File: config.mk
export PLATFORM = sky130hd
export DESIGN_NAME = uart_status_tx_flat
export DESIGN_NICKNAME = d
export VERILOG_FILES = /design/src/rtl/uart_status_tx_if.sv /design/src/rtl/uart_status_tx.sv /design/src/flat_wrapper.sv
export SDC_FILE = /design/constraint.sdc
export NUM_CORES = 1
export LEC_CHECK = 0
export ABC_AREA = 0
export CAP_MARGIN = 40
export CELL_PAD_IN_SITES_DETAIL_PLACEMENT = 0
export CELL_PAD_IN_SITES_GLOBAL_PLACEMENT = 2
export CORE_MARGIN = 5
export CORE_UTILIZATION = 29
export CTS_CLUSTER_SIZE = 10
export DETAILED_ROUTE_END_ITERATION = 10
export PLACE_DENSITY = 0.73
export SLEW_MARGIN = 40
export SYNTH_ARGS = -nofsm -noshare
export SYNTH_HDL_FRONTEND = slang
export SYNTH_SLANG_ARGS = --single-unit
export TNS_END_PERCENT = 100
File: constraint.sdc
create_clock -name clk -period 5.2 [get_ports clk]
set_clock_uncertainty 0.15 [all_clocks]
set_input_delay 1.04 -clock clk [delete_from_list [all_inputs] [get_ports clk]]
set_output_delay 1.04 -clock clk [all_outputs]
set_load 0.01 [all_outputs]
File: src/rtl/uart_status_tx_if.sv
// Status-transmitter handshake bundle: send request and status bytes in,
// serial line and packet progress flags out.
interface uart_status_tx_if;
   logic       send;
   logic [7:0] p_hp;
   logic [7:0] mon_hp;
   logic [7:0] m_state;
   logic       tx;
   logic       busy;
   logic       done;

   // Side that requests packets and watches the line.
   modport master (
      output send, p_hp, mon_hp, m_state,
      input  tx, busy, done
   );

   // The transmitter itself.
   modport slave (
      input  send, p_hp, mon_hp, m_state,
      output tx, busy, done
   );
endinterface

File: src/rtl/uart_status_tx.sv
// Game-status UART transmitter: on an accepted send it latches player HP,
// monster HP and machine state and streams them to the host as 8N1, LSB
// first, preceded by a fixed header byte. Bytes go back to back with no
// idle gap between one stop bit and the next start bit.
// Build option: define STATUS_CHECKSUM_EN to append an 8-bit additive
// checksum byte (5-byte packet); without it the packet is 4 bytes.
module uart_status_tx #(
   parameter int         CLK_FREQ = 100000000,
   parameter int         BAUD     = 9600,
   parameter logic [7:0] HEADER   = 8'hA5
) (
   input  logic           clk,
   input  logic           reset,
   uart_status_tx_if.slave bus
);

   localparam int CLKS_PER_BIT = CLK_FREQ / BAUD;
   localparam int CNT_W        = (CLKS_PER_BIT > 1) ? $clog2(CLKS_PER_BIT) : 1;
   localparam logic [CNT_W-1:0] CNT_LAST = CNT_W'(CLKS_PER_BIT - 1);

`ifdef STATUS_CHECKSUM_EN
   localparam int NUM_BYTES = 5;
`else
   localparam int NUM_BYTES = 4;
`endif
   localparam logic [2:0] LAST_BYTE = 3'(NUM_BYTES - 1);

   typedef enum logic [1:0] {IDLE, START, DATA, STOP} state_t;

   state_t           state;
   logic [CNT_W-1:0] baudCnt;
   logic [2:0]       bitIdx;
   logic [2:0]       byteIdx;
   logic             txReg;
   logic             busyReg;
   logic             doneReg;

   // Status snapshot; only ever read while a packet is in flight, so it
   // needs no reset.
   logic [7:0] pHpLat;
   logic [7:0] monHpLat;
   logic [7:0] mStateLat;

   logic       accept;
   logic [2:0] nextBit;
   logic [7:0] curByte;

`ifdef STATUS_CHECKSUM_EN
   // Additive checksum over the three status bytes, wrapping at 8 bits.
   function automatic logic [7:0] statusSum(input logic [7:0] a,
                                            input logic [7:0] b,
                                            input logic [7:0] c);
      return a + b + c;
   endfunction
`endif

   // A request only starts a packet from a settled IDLE; the cycle that
   // carries the done pulse is deliberately excluded.
   assign accept  = (state == IDLE) && bus.send && !doneReg;
   assign nextBit = bitIdx + 3'd1;

   // Select the byte currently being serialised from the packet index.
   always_comb begin
      curByte = HEADER;
      case (byteIdx)
         3'd1:    curByte = pHpLat;
         3'd2:    curByte = monHpLat;
         3'd3:    curByte = mStateLat;
`ifdef STATUS_CHECKSUM_EN
         3'd4:    curByte = statusSum(pHpLat, monHpLat, mStateLat);
`endif
         default: curByte = HEADER;
      endcase
   end

   // Capture the status inputs on the accepting edge only.
   always_ff @(posedge clk) begin
      if (accept) begin
         pHpLat    <= bus.p_hp;
         monHpLat  <= bus.mon_hp;
         mStateLat <= bus.m_state;
      end
   end

   // Packet FSM; tx/busy/done are registered so the line changes one cycle
   // after each decision, and every state entry restarts the baud count.
   always_ff @(posedge clk) begin
      if (reset) begin
         state   <= IDLE;
         baudCnt <= '0;
         bitIdx  <= '0;
         byteIdx <= '0;
         txReg   <= 1'b1;
         busyReg <= 1'b0;
         doneReg <= 1'b0;
      end else begin
         doneReg <= 1'b0;
         case (state)
            IDLE: begin
               txReg <= 1'b1;
               if (accept) begin
                  byteIdx <= '0;
                  baudCnt <= '0;
                  busyReg <= 1'b1;
                  txReg   <= 1'b0;
                  state   <= START;
               end
            end
            START: begin
               if (baudCnt == CNT_LAST) begin
                  baudCnt <= '0;
                  bitIdx  <= '0;
                  txReg   <= curByte[0];
                  state   <= DATA;
               end else begin
                  baudCnt <= baudCnt + 1'b1;
               end
            end
            DATA: begin
               if (baudCnt == CNT_LAST) begin
                  baudCnt <= '0;
                  if (bitIdx == 3'd7) begin
                     txReg <= 1'b1;
                     state <= STOP;
                  end else begin
                     bitIdx <= nextBit;
                     txReg  <= curByte[nextBit];
                  end
               end else begin
                  baudCnt <= baudCnt + 1'b1;
               end
            end
            STOP: begin
               if (baudCnt == CNT_LAST) begin
                  baudCnt <= '0;
                  if (byteIdx == LAST_BYTE) begin
                     txReg   <= 1'b1;
                     busyReg <= 1'b0;
                     doneReg <= 1'b1;
                     state   <= IDLE;
                  end else begin
                     byteIdx <= byteIdx + 3'd1;
                     txReg   <= 1'b0;
                     state   <= START;
                  end
               end else begin
                  baudCnt <= baudCnt + 1'b1;
               end
            end
            default: begin
               txReg   <= 1'b1;
               busyReg <= 1'b0;
               state   <= IDLE;
            end
         endcase
      end
   end

   assign bus.tx   = txReg;
   assign bus.busy = busyReg;
   assign bus.done = doneReg;

endmodule

File: src/flat_wrapper.sv
// flat-port wrapper written by rule: the top's interface ports become plain ports
module uart_status_tx_flat 
#(
   parameter int         CLK_FREQ = 100000000,
   parameter int         BAUD     = 9600,
   parameter logic [7:0] HEADER   = 8'hA5
)
  (clk, reset, bus_send, bus_p_hp, bus_mon_hp, bus_m_state, bus_tx, bus_busy, bus_done);
  uart_status_tx_if bus_i ();
  input  logic clk;
  input  logic reset;
  input wire logic [$bits(bus_i.send)-1:0] bus_send;
  input wire logic [$bits(bus_i.p_hp)-1:0] bus_p_hp;
  input wire logic [$bits(bus_i.mon_hp)-1:0] bus_mon_hp;
  input wire logic [$bits(bus_i.m_state)-1:0] bus_m_state;
  output wire logic [$bits(bus_i.tx)-1:0] bus_tx;
  output wire logic [$bits(bus_i.busy)-1:0] bus_busy;
  output wire logic [$bits(bus_i.done)-1:0] bus_done;
  assign bus_i.send = bus_send;
  assign bus_i.p_hp = bus_p_hp;
  assign bus_i.mon_hp = bus_mon_hp;
  assign bus_i.m_state = bus_m_state;
  assign bus_tx = bus_i.tx;
  assign bus_busy = bus_i.busy;
  assign bus_done = bus_i.done;
  uart_status_tx #(.CLK_FREQ(CLK_FREQ), .BAUD(BAUD), .HEADER(HEADER)) u_core (.clk(clk), .reset(reset), .bus(bus_i));
endmodule
Word level (Yosys, flattened, before mapping)

Index checks and enable logic that the tools add are counted.
Widths: inputs -> output; s select.

Flip-flop bits (word level): 49
Bits of input ports: 27
Output and inout port bits: 3
Word-level logic and storage cells: 77

Add/sub/neg operators: 3
Order comparisons: 1
Equal/unequal tests: 16
Multiplexer cells: 32
Bitwise operators: 2
Reductions and logical operators: 13

Operators by type and width:

| kind                  | number |
|---|---|
| $mux 14               | 2 |
| $pmux 14 s2           | 1 |
| $pmux 8 s3            | 1 |
| $mux 3                | 6 |
| $add 14x1->14 const B | 1 |
| $eq 14x14->1 const B  | 1 |
| $ne 2x1->1 const B    | 6 |
| $pmux 3 s2            | 2 |
| $reduce_and 4->1      | 3 |
| $mux 1                | 11 |
| $mux 2                | 5 |
| $pmux 2 s4            | 1 |
| $add 3x1->3 const B   | 2 |
| $eq 3x2->1 const B    | 2 |
| $reduce_or 3->1       | 2 |
| $reduce_and 5->1      | 1 |
| $eq 2x2->1 const B    | 2 |
| $lt 3x4->1 const B    | 1 |
| $ne 2x2->1 const B    | 2 |
| $pmux 1 s4            | 1 |
| $reduce_bool 2->1     | 2 |
| $bmux 1 s3            | 1 |
| $eq 3x1->1 const B    | 1 |
| $eq 3x3->1 const B    | 1 |
| other kinds (7)       | 9 |

Longest topological paths before layout

Gate-level depths: netlist of the first run.

Depth after elaboration: 7
Depth in mapped cells: 9
Mapped depth without buffers: 7

Least setup slack after synthesis of the first run

No wires, ideal clock.

Kind: input to register
From: in bus_send
To: reg u_core.mStateLat[0], enable pin
Library setup time: 0.379 ns
Arrival time: 1.666 ns
Data required time: 4.671 ns
Slack: 3.004 ns
Stages: 2
Buffers on the path: 0
Cell sequence: nand3b_1 > inv_1

Word-level cells in the longest chain between the ends: 2

Ends and longest elaborated chain:

| item                           | RTL line             | text |
|---|---|---|
| start: declaration             | flat_wrapper.sv:12   | `input wire logic [$bits(bus_i.send)-1:0] bus_send;` |
| $logic_and 1x1->1 (2 in a row) | uart_status_tx.sv:59 | `assign accept = (state == IDLE) && bus.send && !doneReg;` |
| net u_core.accept              | uart_status_tx.sv:44 | `logic accept;` |
| end signal: assignment         | uart_status_tx.sv:81 | `mStateLat <= bus.m_state;` |
| end: declaration               | uart_status_tx.sv:42 | `logic [7:0] mStateLat;` |

The timed path passes the listed nets, and every way through them passes these cells.
A chain may end at the register's enable or synchronous reset.

Worst setup path after layout of the first run

From: reg u_core.state[0]
To: reg u_core.state[1]

Word-level cells in the longest chain between the ends: 5
Elaborated cells on any way between the ends: 13
Classes of those cells: 8 x eq/ne; 1 x mux; 4 x reduce/logical

Ends and longest elaborated chain:

| item                              | RTL line                                   | text |
|---|---|---|
| start: declaration                | uart_status_tx.sv:30                       | `state_t state;` |
| start signal: assignment          | uart_status_tx.sv:89                       | `state <= IDLE;` |
| start signal: assignment          | uart_status_tx.sv:106                      | `state <= START;` |
| start signal: assignment          | uart_status_tx.sv:114                      | `state <= DATA;` |
| $logic_not 2->1                   | uart_status_tx.sv:59, uart_status_tx.sv:98 |  |
| $logic_and 1x1->1 (2 in a row)    | uart_status_tx.sv:59                       |  |
| $ne 2x1->1 (no source line)       | -                                          |  |
| $reduce_and 5->1 (no source line) | -                                          |  |

Parallel ways exist; a longest one is shown, timed or not.

==> results of run 1 <==
## sequential cells by signal, summed over array words and instances (netlist names)
register          cells
u_core.pHpLat         8
u_core.byteIdx        3
u_core.monHpLat       8
u_core.mStateLat      8
u_core.bus.tx         1
u_core.baudCnt       14
u_core.state          2
u_core.bitIdx         3
u_core.bus.done       1
u_core.bus.busy       1
## logic make-up (layout without fill, tap and decap cells)
kind of cell,count (synthesis),count (layout),synth area share
multiplexers,4,4,0.0162
flip-flops,49,49,0.480
AO/OA/AOI/OAI,70,70,0.188
AND/OR/NAND/NOR,96,96,0.216
adder cells (fa/ha/maj),12,12,0.0590
buffers and inverters,24,51,0.0398
## power by group through the flow
| stage | Combinational (mW) | Clock, mW | Sequential, mW |
|---|---|---|---|
| floorplan | 0.223 | 0 | 0.503 |
| global placement | 0.319 | 0 | 0.507 |
| detailed placement | 0.321 | 0 | 0.508 |
| CTS | 0.322 | 0.238 | 0.499 |
| global route | 0.356 | 0.257 | 0.505 |
| finish | 0.317 | 0.225 | 0.498 |
## cell usage after synthesis (2+ instances only)
master,instances,area [µm²]
a221o_1,2,20.0
nor2_1,19,71.3
nand3_1,5,25.0
nand2_1,19,71.3
o31a_1,2,17.5
and2_1,2,12.5
a21boi_0,2,15.0
o21ba_2,2,20.0
inv_1,12,45.0
a31oi_1,2,12.5
nor2b_1,4,25.0
nor3_1,9,45.0
dfxtp_1,25,500
buf_1,2,7.51
or3_1,2,12.5
clkbuf_1,8,30.0
nand4_1,3,18.8
o211ai_1,2,15.0
nand4b_1,3,26.3
a41oi_1,2,17.5
ha_1,12,150
a221oi_1,2,17.5
o21ai_0,13,65.1
a311oi_1,6,52.6
nor4_1,3,18.8
a22oi_1,5,37.5
edfxtp_1,24,721
nand3b_1,15,113
mux2i_1,3,30.0
a21oi_1,20,100
nand2b_1,5,31.3
## cell type report
type	count	area, µm²	share of cell area
tap	108	135	0.0448
inverter	12	45.0	0.0149
multi-input combinational	182	1220	0.405
sequential	49	1220	0.405
clock inverter	2	15.0	0.00498
timing repair buffer	31	305	0.101
clock buffer	6	72.6	0.0241
## how the worst max path moves through the flow
stage,from,end,slack [ns],depth (start not counted)
detailed placement,bus_send,u_core.state[1],2.41,5
global placement,bus_send,u_core.pHpLat[0],2.29,3
finish,u_core.state[0],u_core.state[1],2.67,6
floorplan,bus_send,u_core.mStateLat[0],3.00,2
CTS,u_core.state[0],u_core.state[1],2.64,6
global route,u_core.state[0],u_core.state[1],2.41,6
## critical path: stages (launching register included)
cell,delay [ns]
dfxtp_1,0.37
inv_1,0.10
ha_1,0.68
nand3b_1,0.28
and2_1,0.41
a211oi_2,0.27
mux2i_1,0.20
## placed cells by master (no fill, tap or decap), types with 3 or more instances in the layout
master / count
a21oi_1: 20
a22oi_1: 5
a311oi_1: 6
clkbuf_8: 5
clkdlybuf4s50_1: 29
dfxtp_1: 25
edfxtp_1: 24
ha_1: 12
inv_1: 11
mux2i_1: 3
nand2_1: 19
nand2b_1: 5
nand3_1: 5
nand3b_1: 15
nand4_1: 3
nand4b_1: 3
nor2_1: 19
nor2b_1: 4
nor3_1: 9
nor4_1: 3
o21ai_0: 13
## layer usage
| metal | track usage | wire length (µm) | vias up |
|---|---|---|---|
| li1 | - | - | 1013 |
| met1 | 0.160 | 3030 | 979 |
| met2 | 0.166 | 2690 | 41 |
| met3 | 0.0205 | 272 | 6 |
| met4 | 0.0352 | 79 | 0 |
| met5 | 0 | 0 | - |
## through the flow
step	std cells	worst slack, ns
floorplan	255	3.00
global placement	382	2.29
detailed placement	382	2.41
CTS	390	2.64
global route	390	2.41
finish	390	2.67
==> summary.txt, run 1 <==
Setup path
  – Worst r2r path cells: 6
  – Reg-to-reg critical path startpoint: u_core.state[0]
  – R2R Path End: u_core.state[1]
  – CP Max Fanout: 23
  – Critical path class: flip-flop to flip-flop
  – CP Launch Type: flip-flop
  – R2R setup slack: roughly 2.7 ns
  – Worst path required time: 5.29 ns
  – Worst path arrival time: 2.62 ns
  – Critical Path End Type: flip-flop

Route
  – Post-route DRC: 0
  – Detailed Routing Iterations Pass 1: 4
  – DRT antenna net count: 0
  – Drt initial violations: between 100 and 150
  – Vias per Instance: 5.23
  – Drt total wl: 6080 µm
  – Drt wl/cell: roughly 16 µm
  – Vias: around 2000

Clock tree
  – Post-cts sizing count: 0
  – H-tree depth: 2
  – Postcts setup bufs: 0
  – Insertion delay to the later sink of the worst-skew pair: approximately 0.3 ns
  – Worst-path clk slew: ~0.10 ns
  – CTS tree: yes
  – Max Buffers Root-to-Sink: 2
  – Hold_buf cts: 0
  – Clock Sinks: around 50
  – CTS Buf Count: 5
  – Root Driver: clkbuf_8

Layout
  – Final net count: 320
  – Fillers: 877
  – Layout Utilization: 0.349
  – # diodes: 0
  – Fraction of layout cells with a size suffix above 1: 0.0638
  – Final Cell Area: roughly 3000 µm²
  – Area growth syn-to-layout: 18.5%

Power
  – Power, Total: about 1.0 mW
  – Leakage: a little under 1 nW
  – Clock share of power: 0.216
  – Switching power: 357 µW
  – Combinational share of power: 0.305
  – PD cells: between 300 and 400 nW/µm²
  – Internal power: roughly 680 µW
  – Sequential share of power: 0.479
  – Max IR drop VDD: between 0.1 and 0.15 mV
  – Sw Ratio: 0.343

Synth
  – Number of synthesized flops with an enable pin: 24
  – Syn avg cell area: 9.98 µm²
  – Netlist cell types: 51
  – Yosys warns: 0
  – Post-synthesis sequential area ratio: 0.480
  – Syn Inst Count: 255
  – Top FF cell, synth: dfxtp_1
  – Post-synthesis register bit count: between 40 and 50
  – Mapped cell area: roughly 2500 µm²
  – Syn nets: about 290
  – Async SR Flop Fraction: 0

Hold path
  – Worst min path class: flip-flop to flip-flop
  – Hold wc startpoint: u_core.bitIdx[2]
  – Hold-critical path depth: 2
  – Hold path endpoint: u_core.bitIdx[2]

STA
  – Tcrit/Tclk final: 0.487
  – Slew margin rel.: 0.458
  – Final TNS setup: 0 ns
  – Final min period: about 2.5 ns
  – Finish-stage setup viols: 0
  – WHS: between 0.3 and 0.4 ns
  – Final-report hold violation count: 0
  – RSZ-0062 raised after global routing: no
  – Slew Limit Fails: 0
  – F_max: 395 MHz
  – Worst Max-Slew Pin Slew: roughly 0.81 ns

Global route
  – Largest net degree at the start of global routing: 28
  – Number of global-route vias before repair: between 1500 and 2000
  – First-pass GRT wire length: 9810 µm
  – Global route total overflow: 0
  – Initial antenna violation count: 0
  – GRT Overall Usage: 0.110

Floorplanning
  – Row cnt: 34
  – Initial Utilization: 0.295
  – Die area: between 10000 and 15000 µm²
  – Ports: 30
  – Die Span Y: 104 µm
  – Core area: around 8600 µm²
  – Die width: around 100 µm

Placed design
  – Routability Congestion: approximately 0.73
  – Port Buf Inserts: 29
  – Post-DP Area: ~3000 µm²
  – Detail Placement HPWL: 4240 µm

Job
  – Max Cap Viol: 0

Outcome
  – Status: completed
(Power assumes the default switching activity.)
==> inputs of run 2 (changes only) <==
PLACE_DENSITY = 0.75   (was 0.73)
clock period = 2.3 ns   (was 5.2 ns; I/O delays follow)
==> run 2 against run 1 <==
Fmax up 14%. Utilization rose by 1.9 points. Highest routed layer unchanged. Via count increased by 2.3%. Final area is 5.4% higher.
==> summary.txt, run 2 (same netlist as run 1, synthesis figures left out) <==
Outcome
  – Status: completed

Setup path
  – Worst path required time: approximately 2.3 ns
  – CP Launch Type: flip-flop
  – Critical-path top delay cell: dfxtp_1
  – Most used cell, CP: buf_4
  – CP Cell Sequence: ha_2 > nand4b_1 > buf_4 > nor4_1 > buf_4 > o21bai_1 > a311oi_1 > a21oi_1
  – Worst r2r path cells: 8
  – Worst path arrival time: 2.25 ns
  – Critical Path End Type: flip-flop
  – CP Max Fanout: 5
  – Crit-path max cell delay: slightly below 0.4 ns
  – Critical path class: flip-flop to flip-flop

Power
  – Max IR drop VDD: 0.280 mV
  – Power, Total: between 2 and 3 mW
  – PD cells: approximately 800 nW/µm²
  – Leakage: approximately 1.1 nW

Route
  – Drt total wl: 6120 µm
  – Detailed Routing Iterations Pass 1: 4
  – DRT antenna net count: 0
  – Vias per Instance: between 5 and 6
  – Post-route DRC: 0
  – Vias: 2086
  – Drt wl/cell: approximately 15 µm
  – Drt initial violations: approximately 120

Global route
  – Initial antenna violation count: 0
  – First-pass GRT wire length: about 10000 µm
  – Number of global-route vias before repair: 2013
  – Global route total overflow: 0
  – Largest net degree at the start of global routing: 25
  – GRT Overall Usage: 0.112

STA
  – Tcrit/Tclk final: 0.961
  – Final-report hold violation count: 0
  – F_max: approximately 450 MHz
  – Finish-stage setup viols: 0
  – Slew margin rel.: 0.518
  – Worst Max-Slew Pin Slew: roughly 0.7 ns
  – Final min period: about 2.2 ns
  – RSZ-0062 raised after global routing: yes
  – Slew Limit Fails: 0

Layout
  – # diodes: 0
  – Final Instance Count excl. Fillers: 405
  – Max FFs per register: 14
  – Final net count: 335
  – Top reg by flops: u_core.baudCnt
  – Most frequent cells in the layout: clkdlybuf4s50_1, edfxtp_1, dfxtp_1, a21oi_1
  – Commonest non-fill, non-tap cell in the layout: clkdlybuf4s50_1
  – Fillers: about 870
  – Fraction of layout cells with a size suffix above 1: 0.125
  – Area growth syn-to-layout: 24.9%

Placed design
  – Detail Placement HPWL: around 4500 µm
  – Routability Congestion: 0.794
  – Port Buf Inserts: 29
  – Inst Count DP: between 300 and 400

Floorplanning
  – Ports: 30
  – Die Span Y: approximately 100 µm
  – Core area: 8640 µm²
  – Die width: about 100 µm
  – Die area: 10700 µm²
  – Row cnt: 34
  – Initial Utilization: 0.295

Clock tree
  – Max Buffers Root-to-Sink: 2
  – Worst-path clk slew: about 0.090 ns
  – CTS Buf Count: 5
  – Insertion delay to the later sink of the worst-skew pair: 0.30 ns
  – Root Driver: clkbuf_8
  – CTS tree: yes
  – H-tree depth: 2
  – Clock Sinks: 49

Hold path
  – Hold-critical path depth: 2
  – Worst min path class: flip-flop to flip-flop

Job
  – Max Cap Viol: 0
==> run 2: worst max-delay path: cells and delay by family, from the launching register on <==
| family | cells | cell delay (ns) |
|---|---|---|
| AND/OR/NAND/NOR | 2 | 0.48 |
| buffers and inverters | 2 | 0.40 |
| adder cells (fa/ha/maj) | 1 | 0.24 |
| AO/OA/AOI/OAI | 3 | 0.44 |
| flip-flops | 1 | 0.39 |
==> run 2: path summary, 6_finish.rpt <==
| path | startpoint | slack (ns) | to |
|---|---|---|---|
| max | u_core.baudCnt[1] | 0.09 | u_core.bus.tx |
| min reg2reg | u_core.bitIdx[2] | 0.31 | u_core.bitIdx[2] |
| min | u_core.bitIdx[2] | 0.31 | u_core.bitIdx[2] |
| max reg2reg | u_core.baudCnt[1] | 0.09 | u_core.bus.tx |
==> run 2: stage by stage <==
stage	setup TNS [ns]	utilization	cell area [µm²]	hold slack, ns	setup WS, ns
2_1_floorplan	0	-	2540	0.286	0.187
3_3_place_gp	0	0.353	3050	0.298	0.163
3_5_place_dp	0	0.353	3050	0.302	0.110
4_1_cts	0	0.366	3160	0.316	0.0838
5_1_grt	-0.0371	0.368	3180	0.342	-0.0206
6_report	0	0.368	3180	0.312	0.0887
==> run 2: per-layer routing <==
| layer | GRT usage | vias to the layer above | share of wire |
|---|---|---|---|
| li1 | - | 1042 | - |
| met1 | 0.147 | 1007 | 0.48 |
| met2 | 0.184 | 32 | 0.47 |
| met3 | 0.0230 | 5 | 0.038 |
| met4 | 0.0342 | 0 | 0.012 |
| met5 | 0 | - | 0 |
==> run 2: report_power, final <==
part           switching, mW  internal, mW
sequential            0.0624          1.07
clock                  0.290         0.327
combinational          0.471         0.313
==> run 2: layout make-up <==
class / instances / area [µm²] / area share
sequential: 49 / 1220 / 0.385
multi-input combinational: 182 / 1230 / 0.387
tap: 108 / 135 / 0.0425
inverter: 12 / 45.0 / 0.0142
clock buffer: 6 / 72.6 / 0.0228
clock inverter: 2 / 38.8 / 0.0122
timing repair buffer: 46 / 434 / 0.137
==> run 2: timing repair <==
| action | CTS | global route |
|---|---|---|
| buffers inserted | 0 | 1 |
| setup endpoints to repair | 0 | 4 |
| gates resized for setup | 0 | 6 |
| hold buffers | 0 | 0 |
==> inputs of run 3 (changes only) <==
CTS_CLUSTER_SIZE = 30   (was 10)
MAX_ROUTING_LAYER = met4   (was default)
==> run 3 against run 2 <==
Sequential share of layout area stayed put. Global-route usage is 0.30 points higher. Final area stayed put. Cell count stayed put. Total power hardly changed. Register-to-register slack hardly changed. Fmax is 0.53% higher. Critical path depth stayed put. Via count is 0.29% lower. Worst hold slack hardly changed.
==> summary.txt, run 3 (same netlist as run 1, synthesis figures left out) <==
Outcome
  – Status: completed

STA
  – Slew Limit Fails: 0
  – WHS: between 0.3 and 0.4 ns
  – F_max: 455 MHz
  – Worst Max-Slew Pin Slew: 0.721 ns
  – Final min period: between 2 and 2.5 ns
  – Finish-stage setup viols: 0
  – Final Worst Setup Slack: 0.100 ns
  – Final-report hold violation count: 0
  – RSZ-0062 raised after global routing: yes
  – Slew margin rel.: 0.518
  – Tcrit/Tclk final: 0.956

Floorplanning
  – Core area: approximately 8600 µm²
  – Die Span Y: about 100 µm
  – Die area: between 10000 and 15000 µm²
  – Row cnt: 34
  – Ports: 30
  – Initial Utilization: 0.295
  – Die width: about 100 µm

Power
  – Sw Ratio: 0.325
  – Internal power: between 1.5 and 2 mW
  – PD cells: 797 nW/µm²
  – Leakage: about 1.1 nW
  – Clock share of power: 0.244
  – Combinational share of power: 0.310
  – Max IR drop VDD: 0.280 mV
  – Switching power: ~820 µW
  – Sequential share of power: 0.447

Route
  – Drt total wl: approximately 6100 µm
  – Drt initial violations: around 110
  – DRT antenna net count: 0
  – Post-route DRC: 0
  – Vias per Instance: roughly 5
  – Drt wl/cell: ~15 µm
  – Vias: roughly 2100
  – Detailed Routing Iterations Pass 1: 4

Clock tree
  – Hold_buf cts: 0
  – Insertion delay to the later sink of the worst-skew pair: 0.30 ns
  – CTS Buf Count: 5
  – Clock Sinks: slightly below 50
  – Max Buffers Root-to-Sink: 2
  – Worst-path clk slew: around 0.090 ns
  – CTS tree: yes
  – Root Driver: clkbuf_8
  – H-tree depth: 2

Setup path
  – Crit-path leading delay family: simple AND/OR/NAND/NOR gates
  – Critical path class: flip-flop to flip-flop
  – R2R setup slack: between 0.1 and 0.15 ns
  – R2R Path End: u_core.bus.tx
  – CP Max Fanout: 5
  – Crit-path max cell delay: 0.39 ns
  – Worst path arrival time: 2.24 ns
  – CP Launch Type: flip-flop
  – Worst path required time: roughly 2.3 ns
  – Critical Path End Type: flip-flop
  – CP Cell Sequence: ha_2 > nand4b_1 > buf_4 > nor4_1 > buf_4 > o21bai_1 > a311oi_1 > a21oi_1
  – Worst r2r path cells: 8
  – Most used cell, CP: buf_4
  – Stages on worst setup path: 8
  – Reg-to-reg critical path startpoint: u_core.baudCnt[1]
  – Critical-path top delay cell: dfxtp_1
  – Buf+Inv Stages, Crit Path: 2

Placed design
  – Port Buf Inserts: 29
  – Dpl ws: roughly 0.11 ns
  – Detail Placement HPWL: between 4000 and 5000 µm
  – Routability Congestion: between 0.8 and 0.9
  – Post-DP Area: slightly above 3000 µm²

Layout
  – Top reg by flops: u_core.baudCnt
  – Layout Utilization: 0.368
  – Fraction of layout cells with a size suffix above 1: 0.125
  – Fillers: just under 900
  – Area growth syn-to-layout: 24.9%
  – Final Cell Area: 3180 µm²
  – # diodes: 0
  – Final net count: 335
  – Most frequent cells in the layout: clkdlybuf4s50_1, edfxtp_1, dfxtp_1, a21oi_1
  – Commonest non-fill, non-tap cell in the layout: clkdlybuf4s50_1
  – Max FFs per register: 14

Global route
  – First-pass GRT wire length: ~10000 µm
  – Number of global-route vias before repair: just over 2000
  – Global route total overflow: 0
  – Initial antenna violation count: 0
  – GRT Overall Usage: 0.115
  – Largest net degree at the start of global routing: 25

Hold path
  – Worst min path class: flip-flop to flip-flop
  – Hold path endpoint: u_core.bitIdx[2]
  – Hold wc startpoint: u_core.bitIdx[2]
  – Hold-critical path depth: 2

Job
  – Max Cap Viol: 0
## run 3: cell counts in the layout (fill, tap and decap cells not counted)
No cell type changed its count.
## run 3: per-layer routing
metal,global-route usage,share of wire,vias to the layer above
li1,-,-,1043
met1,0.148,0.48,1006
met2,0.184,0.47,26
met3,0.0218,0.031,5
met4,0.0342,0.012,0
met5,-,0,-
## run 3: what timing repair did
item | in CTS | in global routing
setup endpoints to repair | 0 | 4
resized for setup | 0 | 6
buffers inserted | 0 | 1
## run 3: power by group through the flow
| stage | Sequential, mW | Combinational, mW | Clock, mW |
|---|---|---|---|
| finish | 1.13 | 0.784 | 0.617 |
| global placement | 1.15 | 0.784 | 0 |
| floorplan | 1.14 | 0.504 | 0 |
| global route | 1.15 | 0.878 | 0.666 |
| detailed placement | 1.15 | 0.787 | 0 |
| CTS | 1.13 | 0.790 | 0.640 |
## run 3: through the flow
step           power (mW)  setup TNS, ns  instances
3_3_place_gp         1.93              0        396
5_1_grt              2.69        -0.0371        405
4_1_cts              2.56              0        404
3_5_place_dp         1.94              0        396
2_1_floorplan        1.64              0        255
6_report             2.53              0        405
## run 3: worst max-delay path by stage
stage	from	end	slack, ns
after floorplan	u_core.byteIdx[2]	u_core.bus.tx	0.19
after global placement	u_core.baudCnt[7]	u_core.state[1]	0.16
after detailed placement	u_core.baudCnt[7]	u_core.state[1]	0.11
after CTS	u_core.baudCnt[7]	u_core.state[1]	0.08
after global routing	u_core.baudCnt[1]	u_core.state[1]	-0.02
final	u_core.baudCnt[1]	u_core.bus.tx	0.10
## run 3: final cells by class
type                            instances  area (µm²)  share of cell area
Clock buffer                            6        72.6              0.0228
Clock inverter                          2        38.8              0.0122
Inverter                               12        45.0              0.0142
Multi-Input combinational cell        182        1230               0.387
Sequential cell                        49        1220               0.385
Tap cell                              108         135              0.0425
Timing Repair Buffer                   46         434               0.137
## run 3: tightest hold or removal path: cells and delay by family, from the launching register on
kind	cells	cell delay, ns
flops	1	0.32
simple gates	1	0.05
compound gates	1	0.05
